$ cat src/rtl/unidade_controle_vidas_if.sv
// Signal bundle between the memory-game control unit and the datapath/top level.
// Inputs to the FSM are iniciar/modo (levels), jogada (single-cycle pulse) and the datapath flags.
interface unidade_controle_vidas_if #(
  parameter int MAX_VIDAS = 3
);
  localparam int VW = $clog2(MAX_VIDAS + 1);

  logic          iniciar;
  logic          modo;
  logic          jogada;
  logic          botoesIgualMemoria;
  logic          fimL;
  logic          enderecoIgualLimite;
  logic          enderecoMenorLimite;
  logic          zeraE;
  logic          contaE;
  logic          zeraL;
  logic          contaL;
  logic          zeraR;
  logic          registraR;
  logic          acende_leds;
  logic          acertou;
  logic          errou;
  logic          timeout;
  logic          pronto;
  logic [VW-1:0] vidas;
  logic [3:0]    db_estado;

  modport master (
    output iniciar, modo, jogada, botoesIgualMemoria, fimL,
           enderecoIgualLimite, enderecoMenorLimite,
    input  zeraE, contaE, zeraL, contaL, zeraR, registraR, acende_leds,
           acertou, errou, timeout, pronto, vidas, db_estado
  );

  modport slave (
    input  iniciar, modo, jogada, botoesIgualMemoria, fimL,
           enderecoIgualLimite, enderecoMenorLimite,
    output zeraE, contaE, zeraL, contaL, zeraR, registraR, acende_leds,
           acertou, errou, timeout, pronto, vidas, db_estado
  );
endinterface

$ cat src/rtl/unidade_controle_vidas.sv
// Moore control FSM for the memory game: optional sequence display, play timeout
// and a lives counter that replays the current round after a miss.
module unidade_controle_vidas #(
  parameter int TIMEOUT_CICLOS   = 5000,
  parameter int HABILITA_TIMEOUT = 1,
  parameter int MOSTRA_CICLOS    = 1000,
  parameter int MAX_VIDAS        = 3
) (
  input logic                     clock,
  input logic                     reset,
  unidade_controle_vidas_if.slave bus
);
  localparam int VW = $clog2(MAX_VIDAS + 1);
  localparam int TW = $clog2(TIMEOUT_CICLOS + 1);
  localparam int MW = $clog2(MOSTRA_CICLOS + 1);

  typedef enum logic [3:0] {
    INICIAL          = 4'h0,
    PREPARACAO       = 4'h1,
    INICIA_SEQUENCIA = 4'h2,
    MOSTRA_LED       = 4'h3,
    APAGA_LED        = 4'h4,
    FIM_MOSTRA       = 4'h5,
    ESPERA_JOGADA    = 4'h6,
    REGISTRA_JOGADA  = 4'h7,
    COMPARA_JOGADA   = 4'h8,
    PROXIMA_JOGADA   = 4'h9,
    FOI_ULTIMA_SEQ   = 4'hA,
    PROXIMA_SEQ      = 4'hB,
    PERDE_VIDA       = 4'hC,
    FINAL_TIMEOUT    = 4'hD,
    FINAL_ACERTOU    = 4'hE,
    FINAL_ERROU      = 4'hF
  } estado_t;

  estado_t       r_estado;
  estado_t       w_prox;
  logic [TW-1:0] r_t;
  logic [MW-1:0] r_s;
  logic [VW-1:0] r_vidas;
  logic          r_modo;
  logic          w_expira;
  logic          w_fim_s;
  logic          w_em_mostra;
  logic          w_mais_vidas;

  assign w_em_mostra  = (r_estado == MOSTRA_LED) || (r_estado == APAGA_LED);
  assign w_fim_s      = w_em_mostra && (r_s == MW'(MOSTRA_CICLOS - 1));
  assign w_expira     = (HABILITA_TIMEOUT != 0) && (r_estado == ESPERA_JOGADA) &&
                        (r_t == TW'(TIMEOUT_CICLOS - 1));
  assign w_mais_vidas = (r_vidas > VW'(1));

  always_ff @(posedge clock or posedge reset) begin
    if (reset) begin
      r_estado <= INICIAL;
      r_t      <= '0;
      r_s      <= '0;
      r_vidas  <= VW'(MAX_VIDAS);
      r_modo   <= 1'b0;
    end else begin
      r_estado <= w_prox;
      // T saturates at its terminal value so a disabled timeout never wraps.
      if (r_estado != ESPERA_JOGADA) r_t <= '0;
      else if (r_t != TW'(TIMEOUT_CICLOS - 1)) r_t <= r_t + TW'(1);
      if (w_em_mostra && !w_fim_s) r_s <= r_s + MW'(1);
      else r_s <= '0;
      if (r_estado == PREPARACAO) begin
        r_vidas <= VW'(MAX_VIDAS);
        r_modo  <= bus.modo;
      end else if (w_prox == PERDE_VIDA && r_estado != PERDE_VIDA && w_mais_vidas) begin
        r_vidas <= r_vidas - VW'(1);
      end
    end
  end

  always_comb begin
    w_prox = r_estado;
    case (r_estado)
      INICIAL:          if (bus.iniciar) w_prox = PREPARACAO;
      PREPARACAO:       w_prox = INICIA_SEQUENCIA;
      INICIA_SEQUENCIA: w_prox = r_modo ? MOSTRA_LED : ESPERA_JOGADA;
      MOSTRA_LED:       if (w_fim_s) w_prox = APAGA_LED;
      APAGA_LED:        if (w_fim_s) w_prox = bus.enderecoIgualLimite ? FIM_MOSTRA : MOSTRA_LED;
      FIM_MOSTRA:       w_prox = ESPERA_JOGADA;
      ESPERA_JOGADA: begin
        // A press on the expiry cycle still counts as a play.
        if (bus.jogada)    w_prox = REGISTRA_JOGADA;
        else if (w_expira) w_prox = w_mais_vidas ? PERDE_VIDA : FINAL_TIMEOUT;
      end
      REGISTRA_JOGADA:  w_prox = COMPARA_JOGADA;
      COMPARA_JOGADA: begin
        if (bus.botoesIgualMemoria && bus.enderecoMenorLimite)      w_prox = PROXIMA_JOGADA;
        else if (bus.botoesIgualMemoria && bus.enderecoIgualLimite) w_prox = FOI_ULTIMA_SEQ;
        else w_prox = w_mais_vidas ? PERDE_VIDA : FINAL_ERROU;
      end
      PROXIMA_JOGADA:   w_prox = ESPERA_JOGADA;
      FOI_ULTIMA_SEQ:   w_prox = bus.fimL ? FINAL_ACERTOU : PROXIMA_SEQ;
      PROXIMA_SEQ:      w_prox = INICIA_SEQUENCIA;
      PERDE_VIDA:       w_prox = INICIA_SEQUENCIA;
      FINAL_TIMEOUT, FINAL_ACERTOU, FINAL_ERROU:
                        if (bus.iniciar) w_prox = PREPARACAO;
    endcase
  end

  always_comb begin
    bus.zeraE       = 1'b0;
    bus.contaE      = 1'b0;
    bus.zeraL       = 1'b0;
    bus.contaL      = 1'b0;
    bus.zeraR       = 1'b0;
    bus.registraR   = 1'b0;
    bus.acende_leds = 1'b0;
    bus.acertou     = 1'b0;
    bus.errou       = 1'b0;
    bus.timeout     = 1'b0;
    bus.pronto      = 1'b0;
    bus.vidas       = r_vidas;
    bus.db_estado   = r_estado;
    case (r_estado)
      INICIAL: begin
        bus.zeraE = 1'b1;
        bus.zeraL = 1'b1;
        bus.zeraR = 1'b1;
      end
      PREPARACAO: begin
        bus.zeraL = 1'b1;
        bus.zeraR = 1'b1;
      end
      INICIA_SEQUENCIA: bus.zeraE       = 1'b1;
      FIM_MOSTRA:       bus.zeraE       = 1'b1;
      MOSTRA_LED:       bus.acende_leds = 1'b1;
      APAGA_LED:        bus.contaE      = w_fim_s && !bus.enderecoIgualLimite;
      PROXIMA_JOGADA:   bus.contaE      = 1'b1;
      PROXIMA_SEQ:      bus.contaL      = 1'b1;
      REGISTRA_JOGADA:  bus.registraR   = 1'b1;
      FINAL_TIMEOUT: begin
        bus.timeout = 1'b1;
        bus.pronto  = 1'b1;
      end
      FINAL_ACERTOU: begin
        bus.acertou = 1'b1;
        bus.pronto  = 1'b1;
      end
      FINAL_ERROU: begin
        bus.errou  = 1'b1;
        bus.pronto = 1'b1;
      end
      default: ;
    endcase
  end
endmodule
$ cat src/flat_wrapper.sv
// flat-port wrapper written by rule: the top's interface ports become plain ports
module unidade_controle_vidas_flat 
#(
  parameter int TIMEOUT_CICLOS   = 5000,
  parameter int HABILITA_TIMEOUT = 1,
  parameter int MOSTRA_CICLOS    = 1000,
  parameter int MAX_VIDAS        = 3
)
  (clock, reset, bus_iniciar, bus_modo, bus_jogada, bus_botoesIgualMemoria, bus_fimL, bus_enderecoIgualLimite, bus_enderecoMenorLimite, bus_zeraE, bus_contaE, bus_zeraL, bus_contaL, bus_zeraR, bus_registraR, bus_acende_leds, bus_acertou, bus_errou, bus_timeout, bus_pronto, bus_vidas, bus_db_estado);
  unidade_controle_vidas_if #(.MAX_VIDAS(MAX_VIDAS)) bus_i ();
  input logic clock;
  input logic reset;
  input wire logic [$bits(bus_i.iniciar)-1:0] bus_iniciar;
  input wire logic [$bits(bus_i.modo)-1:0] bus_modo;
  input wire logic [$bits(bus_i.jogada)-1:0] bus_jogada;
  input wire logic [$bits(bus_i.botoesIgualMemoria)-1:0] bus_botoesIgualMemoria;
  input wire logic [$bits(bus_i.fimL)-1:0] bus_fimL;
  input wire logic [$bits(bus_i.enderecoIgualLimite)-1:0] bus_enderecoIgualLimite;
  input wire logic [$bits(bus_i.enderecoMenorLimite)-1:0] bus_enderecoMenorLimite;
  output wire logic [$bits(bus_i.zeraE)-1:0] bus_zeraE;
  output wire logic [$bits(bus_i.contaE)-1:0] bus_contaE;
  output wire logic [$bits(bus_i.zeraL)-1:0] bus_zeraL;
  output wire logic [$bits(bus_i.contaL)-1:0] bus_contaL;
  output wire logic [$bits(bus_i.zeraR)-1:0] bus_zeraR;
  output wire logic [$bits(bus_i.registraR)-1:0] bus_registraR;
  output wire logic [$bits(bus_i.acende_leds)-1:0] bus_acende_leds;
  output wire logic [$bits(bus_i.acertou)-1:0] bus_acertou;
  output wire logic [$bits(bus_i.errou)-1:0] bus_errou;
  output wire logic [$bits(bus_i.timeout)-1:0] bus_timeout;
  output wire logic [$bits(bus_i.pronto)-1:0] bus_pronto;
  output wire logic [$bits(bus_i.vidas)-1:0] bus_vidas;
  output wire logic [$bits(bus_i.db_estado)-1:0] bus_db_estado;
  assign bus_i.iniciar = bus_iniciar;
  assign bus_i.modo = bus_modo;
  assign bus_i.jogada = bus_jogada;
  assign bus_i.botoesIgualMemoria = bus_botoesIgualMemoria;
  assign bus_i.fimL = bus_fimL;
  assign bus_i.enderecoIgualLimite = bus_enderecoIgualLimite;
  assign bus_i.enderecoMenorLimite = bus_enderecoMenorLimite;
  assign bus_zeraE = bus_i.zeraE;
  assign bus_contaE = bus_i.contaE;
  assign bus_zeraL = bus_i.zeraL;
  assign bus_contaL = bus_i.contaL;
  assign bus_zeraR = bus_i.zeraR;
  assign bus_registraR = bus_i.registraR;
  assign bus_acende_leds = bus_i.acende_leds;
  assign bus_acertou = bus_i.acertou;
  assign bus_errou = bus_i.errou;
  assign bus_timeout = bus_i.timeout;
  assign bus_pronto = bus_i.pronto;
  assign bus_vidas = bus_i.vidas;
  assign bus_db_estado = bus_i.db_estado;
  unidade_controle_vidas #(.TIMEOUT_CICLOS(TIMEOUT_CICLOS), .HABILITA_TIMEOUT(HABILITA_TIMEOUT), .MOSTRA_CICLOS(MOSTRA_CICLOS), .MAX_VIDAS(MAX_VIDAS)) u_core (.clock(clock), .reset(reset), .bus(bus_i));
endmodule
$ cat config.mk
export PLATFORM = sky130hd
export DESIGN_NAME = unidade_controle_vidas_flat
export DESIGN_NICKNAME = d
export VERILOG_FILES = /design/src/rtl/unidade_controle_vidas_if.sv /design/src/rtl/unidade_controle_vidas.sv /design/src/flat_wrapper.sv
export SDC_FILE = /design/constraint.sdc
export NUM_CORES = 1
export LEC_CHECK = 0
export ABC_AREA = 1
export CORE_MARGIN = 3
export CORE_UTILIZATION = 45
export CTS_CLUSTER_SIZE = 14
export DETAILED_ROUTE_END_ITERATION = 6
export PLACE_DENSITY = 0.67
export SLEW_MARGIN = 10
export SYNTH_ARGS = -nofsm -noshare
export SYNTH_HDL_FRONTEND = slang
export SYNTH_SLANG_ARGS = --single-unit
$ cat constraint.sdc
create_clock -name clock -period 3.5 [get_ports clock]
set_input_delay 0.35 -clock clock [delete_from_list [all_inputs] [get_ports clock]]
set_output_delay 0.35 -clock clock [all_outputs]
set_load 0.05 [all_outputs]
==> metrics.md, run 1 <==
| Metric | Value |
|---|---|
| Sw frac | `about 47%` |
| Setup Skew | `between 0.003 and 0.004 ns` |
| Max-slew headroom | `between 60% and 70%` |
| Routability cong. | `approximately 0.9` |
| Slew @ Worst Pin | `just over 0.5 ns` |
| Vias per inst | `around 5.0` |
| YS warnings | `0` |
| Reg-to-Reg Start | `u_core.r_t[0]$_DFFE_PP0N_` |
| Power share of the combinational group | `a little over 50%` |
| Status | `completed` |
| Clock power share | `21.0%` |
| Top Ports | `26` |
| GRT overflow | `0` |
| Most common cell after layout, fill and taps aside | `nand2_1` |
| Final core occ | `between 50% and 60%` |
| Iteration-0 DRC Markers | `between 150 and 200` |
| Leakage | `between 0.001 and 0.0015 µW` |
| Syn Area/Cell | `6.99 µm²` |
| Hold Vio Cnt, Final | `0` |
| Synthesized area | `1950 µm²` |
| Dominant synthesized flop cell | `dfrtp_1` |
| Remaining antenna violation count after routing | `0` |
| Cell Pwr Density | `722 nW/µm²` |
| Share of cells above drive strength 1 | `between 10% and 20%` |
| Largest net degree at the start of global routing | `31` |
| GRT Total Usage | `a little under a fifth` |
| Reg2Reg Depth | `13` |
| Hold Crit Class | `in -> async` |
| Critical path class | `reg -> out` |
| Peak supply drop | `about 0.26 mV` |
| Pint | `approximately 900 µW` |
| PortBufs | `25` |
| RSZ-0062 raised after global routing | `false` |
| Crit path capture type | `output pin` |
| Sequential Power Share | `27.9%` |
| WP data arrival | `between 2 and 2.5 ns` |
| First-pass GRT wire length | `7600 µm` |
| Core footprint | `just over 4000 µm²` |
| H-tree Lvls | `2` |
| Die Ht | `between 70 and 80 µm` |
| Initial Util | `47.7%` |
| Routed WL | `around 4400 µm` |
| Crit share post-route | `around 74%` |
| NetSw | `around 800 µW` |
| Site Rows | `23` |
| Register bit count reported by yosys | `30` |
| Vias | `1,811` |
| Total of max-cap violations | `0` |
| Worst Path Max Fanout | `5` |
| Postcts setup bufs | `0` |
| WL/cell | `between 10 and 15 µm` |
| Finish-stage setup viols | `0` |
| Root Driver | `clkbuf_8` |
| Diode count | `0` |
| Worst R2R Setup Slack | `between 1.5 and 2 ns` |
| Initial antenna violation count | `0` |
| Clock sinks | `30` |
| Worst-skew pair later-pin latency | `around 0.28 ns` |
| Asr flop ratio synth | `100%` |
| Die extent in x | `approximately 70 µm` |
| Most frequent cells in the layout | `nand2_1, inv_1, nor2_1, dfrtp_1, clkdlybuf4s50_1` |
| DRT Pass-1 Iters | `5` |
| Final Non-Filler Cells | `360` |
| Seq/Total Area, Yosys | `slightly below 40%` |
| Detail Placement HPWL | `3410 µm` |
| Data required, critical path | `between 3 and 4 ns` |
| Fmax | `approximately 390 MHz` |
| Syn nets | `slightly below 300` |
| Post-cts resize count | `0` |
| Crit-path cells | `inv_1 > nand2_1 > nor2_2 > nand4_1 > nand2_1 > clkdlybuf4s50_1` |
| Slowest stage delay, CP | `around 0.8 ns` |
| Number of global-route vias before repair | `1,707` |
| Fin Setup TNS | `0 ns` |
| Worst Setup Start Kind | `flip-flop` |
| Maximum clock path buffer count | `2` |
| Number of flops mapped to enable cells by yosys | `0` |
| # nets final | `about 320` |
| CTS Buf Count | `5` |
| Synth-to-Final Area Change | `21.2%` |
| Hold_buf cts | `0` |
| Placed instance count | `353` |
| Residual DRC count | `0` |
| Die area | `5160 µm²` |
| Min Tclk post-route | `2.58 ns` |
| Synth Instances | `approximately 280` |
| Yosys cell types | `32` |
| CP max stage cell | `clkdlybuf4s50_1` |
| CTS tree | `built` |
| Most frequent cell on the critical path | `nand2_1` |
| RR Endpoint | `u_core.bus.vidas[0]$_DFFE_PP1P_` |
| CTS clock-pin slew for the worst setup and hold paths | `0.06 ns` |
| Final max-slew violation count | `0` |
[registers in the layout, summed over array words and instances, names as in the netlist]
name                  flops
u_core.r_modo             1
u_core.r_t               13
u_core.bus.db_estado      4
u_core.r_s               10
u_core.bus.vidas          2
[cells in the mapped netlist (2+ instances only)]
cell	n	area, µm²
nand3_1	23	115
nor3b_1	2	15.0
inv_2	6	22.5
a21oi_1	10	50.1
nand4_1	6	37.5
o21ai_0	7	35.0
ha_1	3	37.5
nor3_1	9	45.0
nor2_4	3	33.8
nor2_1	39	146
dfstp_2	2	52.6
dfrtp_1	28	701
nand3_2	2	20.0
xor2_1	4	35.0
inv_1	39	146
nor2_2	6	37.5
nand2_1	73	274
nand2_2	3	18.8
[final cells by class]
| class | count | area, µm² |
|---|---|---|
| inverter | 45 | 169 |
| sequential | 30 | 753 |
| multi-input combinational | 202 | 1010 |
| timing repair buffer | 26 | 258 |
| clock inverter | 1 | 30.0 |
| fill | 393 | 1720 |
| clock buffer | 6 | 82.6 |
| tap | 50 | 62.6 |
[worst max-delay path: cells and delay by family (launching register included)]
| family | cells | cell delay [ns] |
|---|---|---|
| buffers and inverters | 2 | 0.95 |
| DFF | 1 | 0.43 |
| and+or+nand+nor | 4 | 0.59 |
[stage by stage]
stage | hold WS [ns] | setup WS, ns | power [µW] | instance area, µm²
4_1_cts | 0.453 | 0.924 | 1720 | 2360
3_3_place_gp | 0.440 | 1.28 | 1360 | 2250
6_report | 0.449 | 0.916 | 1710 | 2360
2_1_floorplan | 0.425 | 1.12 | 1130 | 1950
5_1_grt | 0.463 | 0.802 | 1820 | 2360
3_5_place_dp | 0.444 | 1.23 | 1360 | 2250
[power by group through the flow]
stage | logic, µW | clock network (µW) | registers, µW
2_1_floorplan | 555 | 0 | 576
3_3_place_gp | 879 | 0 | 476
3_5_place_dp | 875 | 0 | 481
4_1_cts | 876 | 368 | 474
5_1_grt | 951 | 381 | 487
6_report | 873 | 357 | 475
[routing by layer]
| layer | vias up | part of all wire [%] | track usage, % | wire, µm |
|---|---|---|---|---|
| met5 | - | 0 | 0 | 0 |
| met4 | 0 | 1.2 | 5.64 | 51 |
| met3 | 5 | 6.1 | 4.77 | 267 |
| met2 | 62 | 47 | 29.9 | 2050 |
| met1 | 800 | 46 | 24.9 | 2040 |
| li1 | 944 | - | - | - |
[worst max-delay path by stage]
stage                     slack (ns)  cells after the start     endpoint                              start
final                           0.92                      6   bus_contaE  u_core.bus.db_estado[3]$_DFF_PP0_
after global routing            0.80                      6   bus_contaE  u_core.bus.db_estado[3]$_DFF_PP0_
after CTS                       0.92                      6   bus_contaE  u_core.bus.db_estado[3]$_DFF_PP0_
after detailed placement        1.23                      6   bus_contaE  u_core.bus.db_estado[3]$_DFF_PP0_
after global placement          1.28                      6   bus_contaE  u_core.bus.db_estado[0]$_DFF_PP0_
after floorplan                 1.12                      2  bus_timeout  u_core.bus.db_estado[0]$_DFF_PP0_
[cells by family after synthesis]
family | count (synthesis) | share of synthesized area, %
AO/OA/AOI/OAI | 24 | 7.70
AND/OR/NAND/NOR | 170 | 39.7
buffers and inverters | 47 | 9.63
multiplexers | 1 | 0.578
adder cells (fa/ha/maj) | 3 | 1.93
flip-flops | 30 | 38.6
XOR/XNOR | 4 | 1.80
(Power assumes the default switching activity.)
==> run 2, diff against run 1 <==
- PLACE_DENSITY: 0.67 -> 0.7
- clock period: 3.5 -> 2.1 ns (I/O delays scaled with it)
==> run 2 against run 1 <==
Effect of this change: clock-buffer cell count did not move; power grew 62%; sequential cell count did not move; final cell count grew 0.28%; worst setup slack got worse by 0.79 ns; critical path depth stayed put; core utilization is 0.37 points lower; global-route usage is 0.65 points lower.
==> metrics.md, run 2 (synthesized netlist as in run 1, its figures left out) <==
| Metric | Value |
|---|---|
| Status | `completed` |
| Routed WL | `roughly 4300 µm` |
| Filler cell count | `roughly 380` |
| Most frequent cells in the layout | `nand2_1, inv_1, nor2_1, dfrtp_1, nand3_1` |
| Slowest stage delay, CP | `approximately 0.44 ns` |
| Site Rows | `23` |
| CP max stage cell | `dfrtp_1` |
| Post-cts resize count | `0` |
| Core footprint | `a little over 4000 µm²` |
| Fin Hold WS | `~0.30 ns` |
| Min Tclk post-route | `1.98 ns` |
| RSZ-0062 raised after global routing | `false` |
| Number of global-route vias before repair | `~1.7k` |
| Worst Path Max Fanout | `5` |
| Routability cong. | `between 0.8 and 0.9` |
| Hold_buf cts | `0` |
| Crit-path cells | `inv_1 > nand2_1 > nor2_2 > nand4_1 > nand2_1 > buf_12` |
| CTS tree | `built` |
| Cell Pwr Density | `~1200 nW/µm²` |
| Root Driver | `clkbuf_8` |
| H-tree Lvls | `2` |
| Slew @ Worst Pin | `approximately 0.50 ns` |
| Share of cells above drive strength 1 | `between 15 and 20%` |
| Worst path bufs/invs | `2` |
| GRT Total Usage | `between 10% and 20%` |
| Hold Crit Class | `in -> async` |
| Leakage | `roughly 0.0012 µW` |
| Finish-stage setup viols | `0` |
| Postcts setup bufs | `0` |
| Synth-to-Final Area Change | `20.5%` |
| Final instance area | `2350 µm²` |
| PortBufs | `25` |
| Critical path class | `reg -> out` |
| Initial antenna violation count | `0` |
| WP data arrival | `1.77 ns` |
| Register area | `~750 µm²` |
| Iteration-0 DRC Markers | `roughly 140` |
| Clock sinks | `30` |
| GRT overflow | `0` |
| Largest net degree at the start of global routing | `31` |
| Critical path's top delay family | `simple AND/OR/NAND/NOR gates` |
| Setup Skew | `between 0.005 and 0.006 ns` |
| Max-slew headroom | `66.9%` |
| Worst Setup Start Kind | `flip-flop` |
| Placement Cell Area | `~2300 µm²` |
| Most common cell after layout, fill and taps aside | `nand2_1` |
| Crit share post-route | `about 94%` |
| # nets final | `around 320` |
| Initial Util | `around 48%` |
| Worst-skew pair later-pin latency | `~0.28 ns` |
| WL/cell | `11.8 µm` |
| CTS clock-pin slew for the worst setup and hold paths | `~0.07 ns` |
| Die Ht | `roughly 70 µm` |
| Diode count | `0` |
| Total of max-cap violations | `0` |
| Crit path capture type | `output pin` |
| Fmax | `a little over 500 MHz` |
| Residual DRC count | `0` |
| Most frequent cell on the critical path | `nand2_1` |
| Peak supply drop | `0.401 mV` |
| Die area | `approximately 5200 µm²` |
| Data required, critical path | `roughly 1.9 ns` |
| DRT Pass-1 Iters | `4` |
| Multi-input logic area | `about 1000 µm²` |
| Die extent in x | `71.8 µm` |
| Top Ports | `26` |
| Final core occ | `between 50% and 60%` |
| First-pass GRT wire length | `between 7000 and 8000 µm` |
| Remaining antenna violation count after routing | `0` |
| Detail Placement HPWL | `3280 µm` |
| Vias per inst | `5.02` |
| CTS Buf Count | `5` |
| Vias | `around 1.8k` |
| Maximum clock path buffer count | `2` |
| Final max-slew violation count | `0` |
| Hold Vio Cnt, Final | `0` |
| Reg with most FFs | `u_core.r_t` |
| Max reg flops | `13` |
## run 2: changes by cell type in the layout (fill, tap and decap cells not counted)
cell	previous run	this run
nor3_2	0	1
buf_4	1	10
o21ai_1	1	2
bufinv_16	1	0
clkinvlp_4	0	1
o21ai_0	7	6
nor3_1	9	8
clkinv_2	0	1
clkdlybuf4s50_1	25	14
buf_12	0	2
## run 2: worst min-delay path, delay by kind of cell
kind     cells  cell delay (ns)
buf+inv      3             0.78
## run 2: layout make-up
type | instances | area share (%)
clock buffers | 6 | 3.52
clock inverters | 2 | 0.533
repair buffers | 26 | 10.9
flip-flops and latches | 30 | 32.1
well taps | 50 | 2.66
multi-input cells | 202 | 43.2
inverters | 45 | 7.19
## run 2: layer usage
layer / wire, µm / global-route usage [%]
met5: 0 / 0
met4: 106 / 8.35
met3: 247 / 5.19
met2: 1940 / 28.4
met1: 1960 / 22.9
## run 2: path summary, 6_finish.rpt
kind | from | endpoint | slack (ns) | cells after the start
worst max-delay path | u_core.bus.db_estado[3]$_DFF_PP0_ | bus_contaE | 0.12 | 6
worst min-delay path | reset | u_core.r_s[7]$_DFF_PP0_ | 0.30 | 3
worst max register to register | u_core.bus.vidas[1]$_DFFE_PP1P_ | u_core.bus.vidas[0]$_DFFE_PP1P_ | 0.29 | 15
worst min register to register | u_core.r_s[0]$_DFF_PP0_ | u_core.r_s[0]$_DFF_PP0_ | 0.46 | 1
max in group asynchronous | reset | u_core.bus.vidas[1]$_DFFE_PP1P_ | 1.48 | 3
min in group clock | u_core.r_s[0]$_DFF_PP0_ | u_core.r_s[0]$_DFF_PP0_ | 0.46 | 1
## run 2: power breakdown
part | switching (µW) | total, µW | internal [µW]
clock | 218 | 480 | 263
combinational | 1010 | 1470 | 467
sequential | 125 | 801 | 676
## run 2: per-stage QoR
stage | worst slack [ns] | cells | total power (µW) | setup TNS [ns]
final | 0.122 | 361 | 2760 | 0
after global routing | 0.00162 | 361 | 2940 | 0
after CTS | 0.138 | 361 | 2770 | 0
after detailed placement | 0.313 | 353 | 2280 | 0
after global placement | 0.307 | 353 | 2280 | 0
after floorplan | -0.0385 | 279 | 1890 | -0.0964
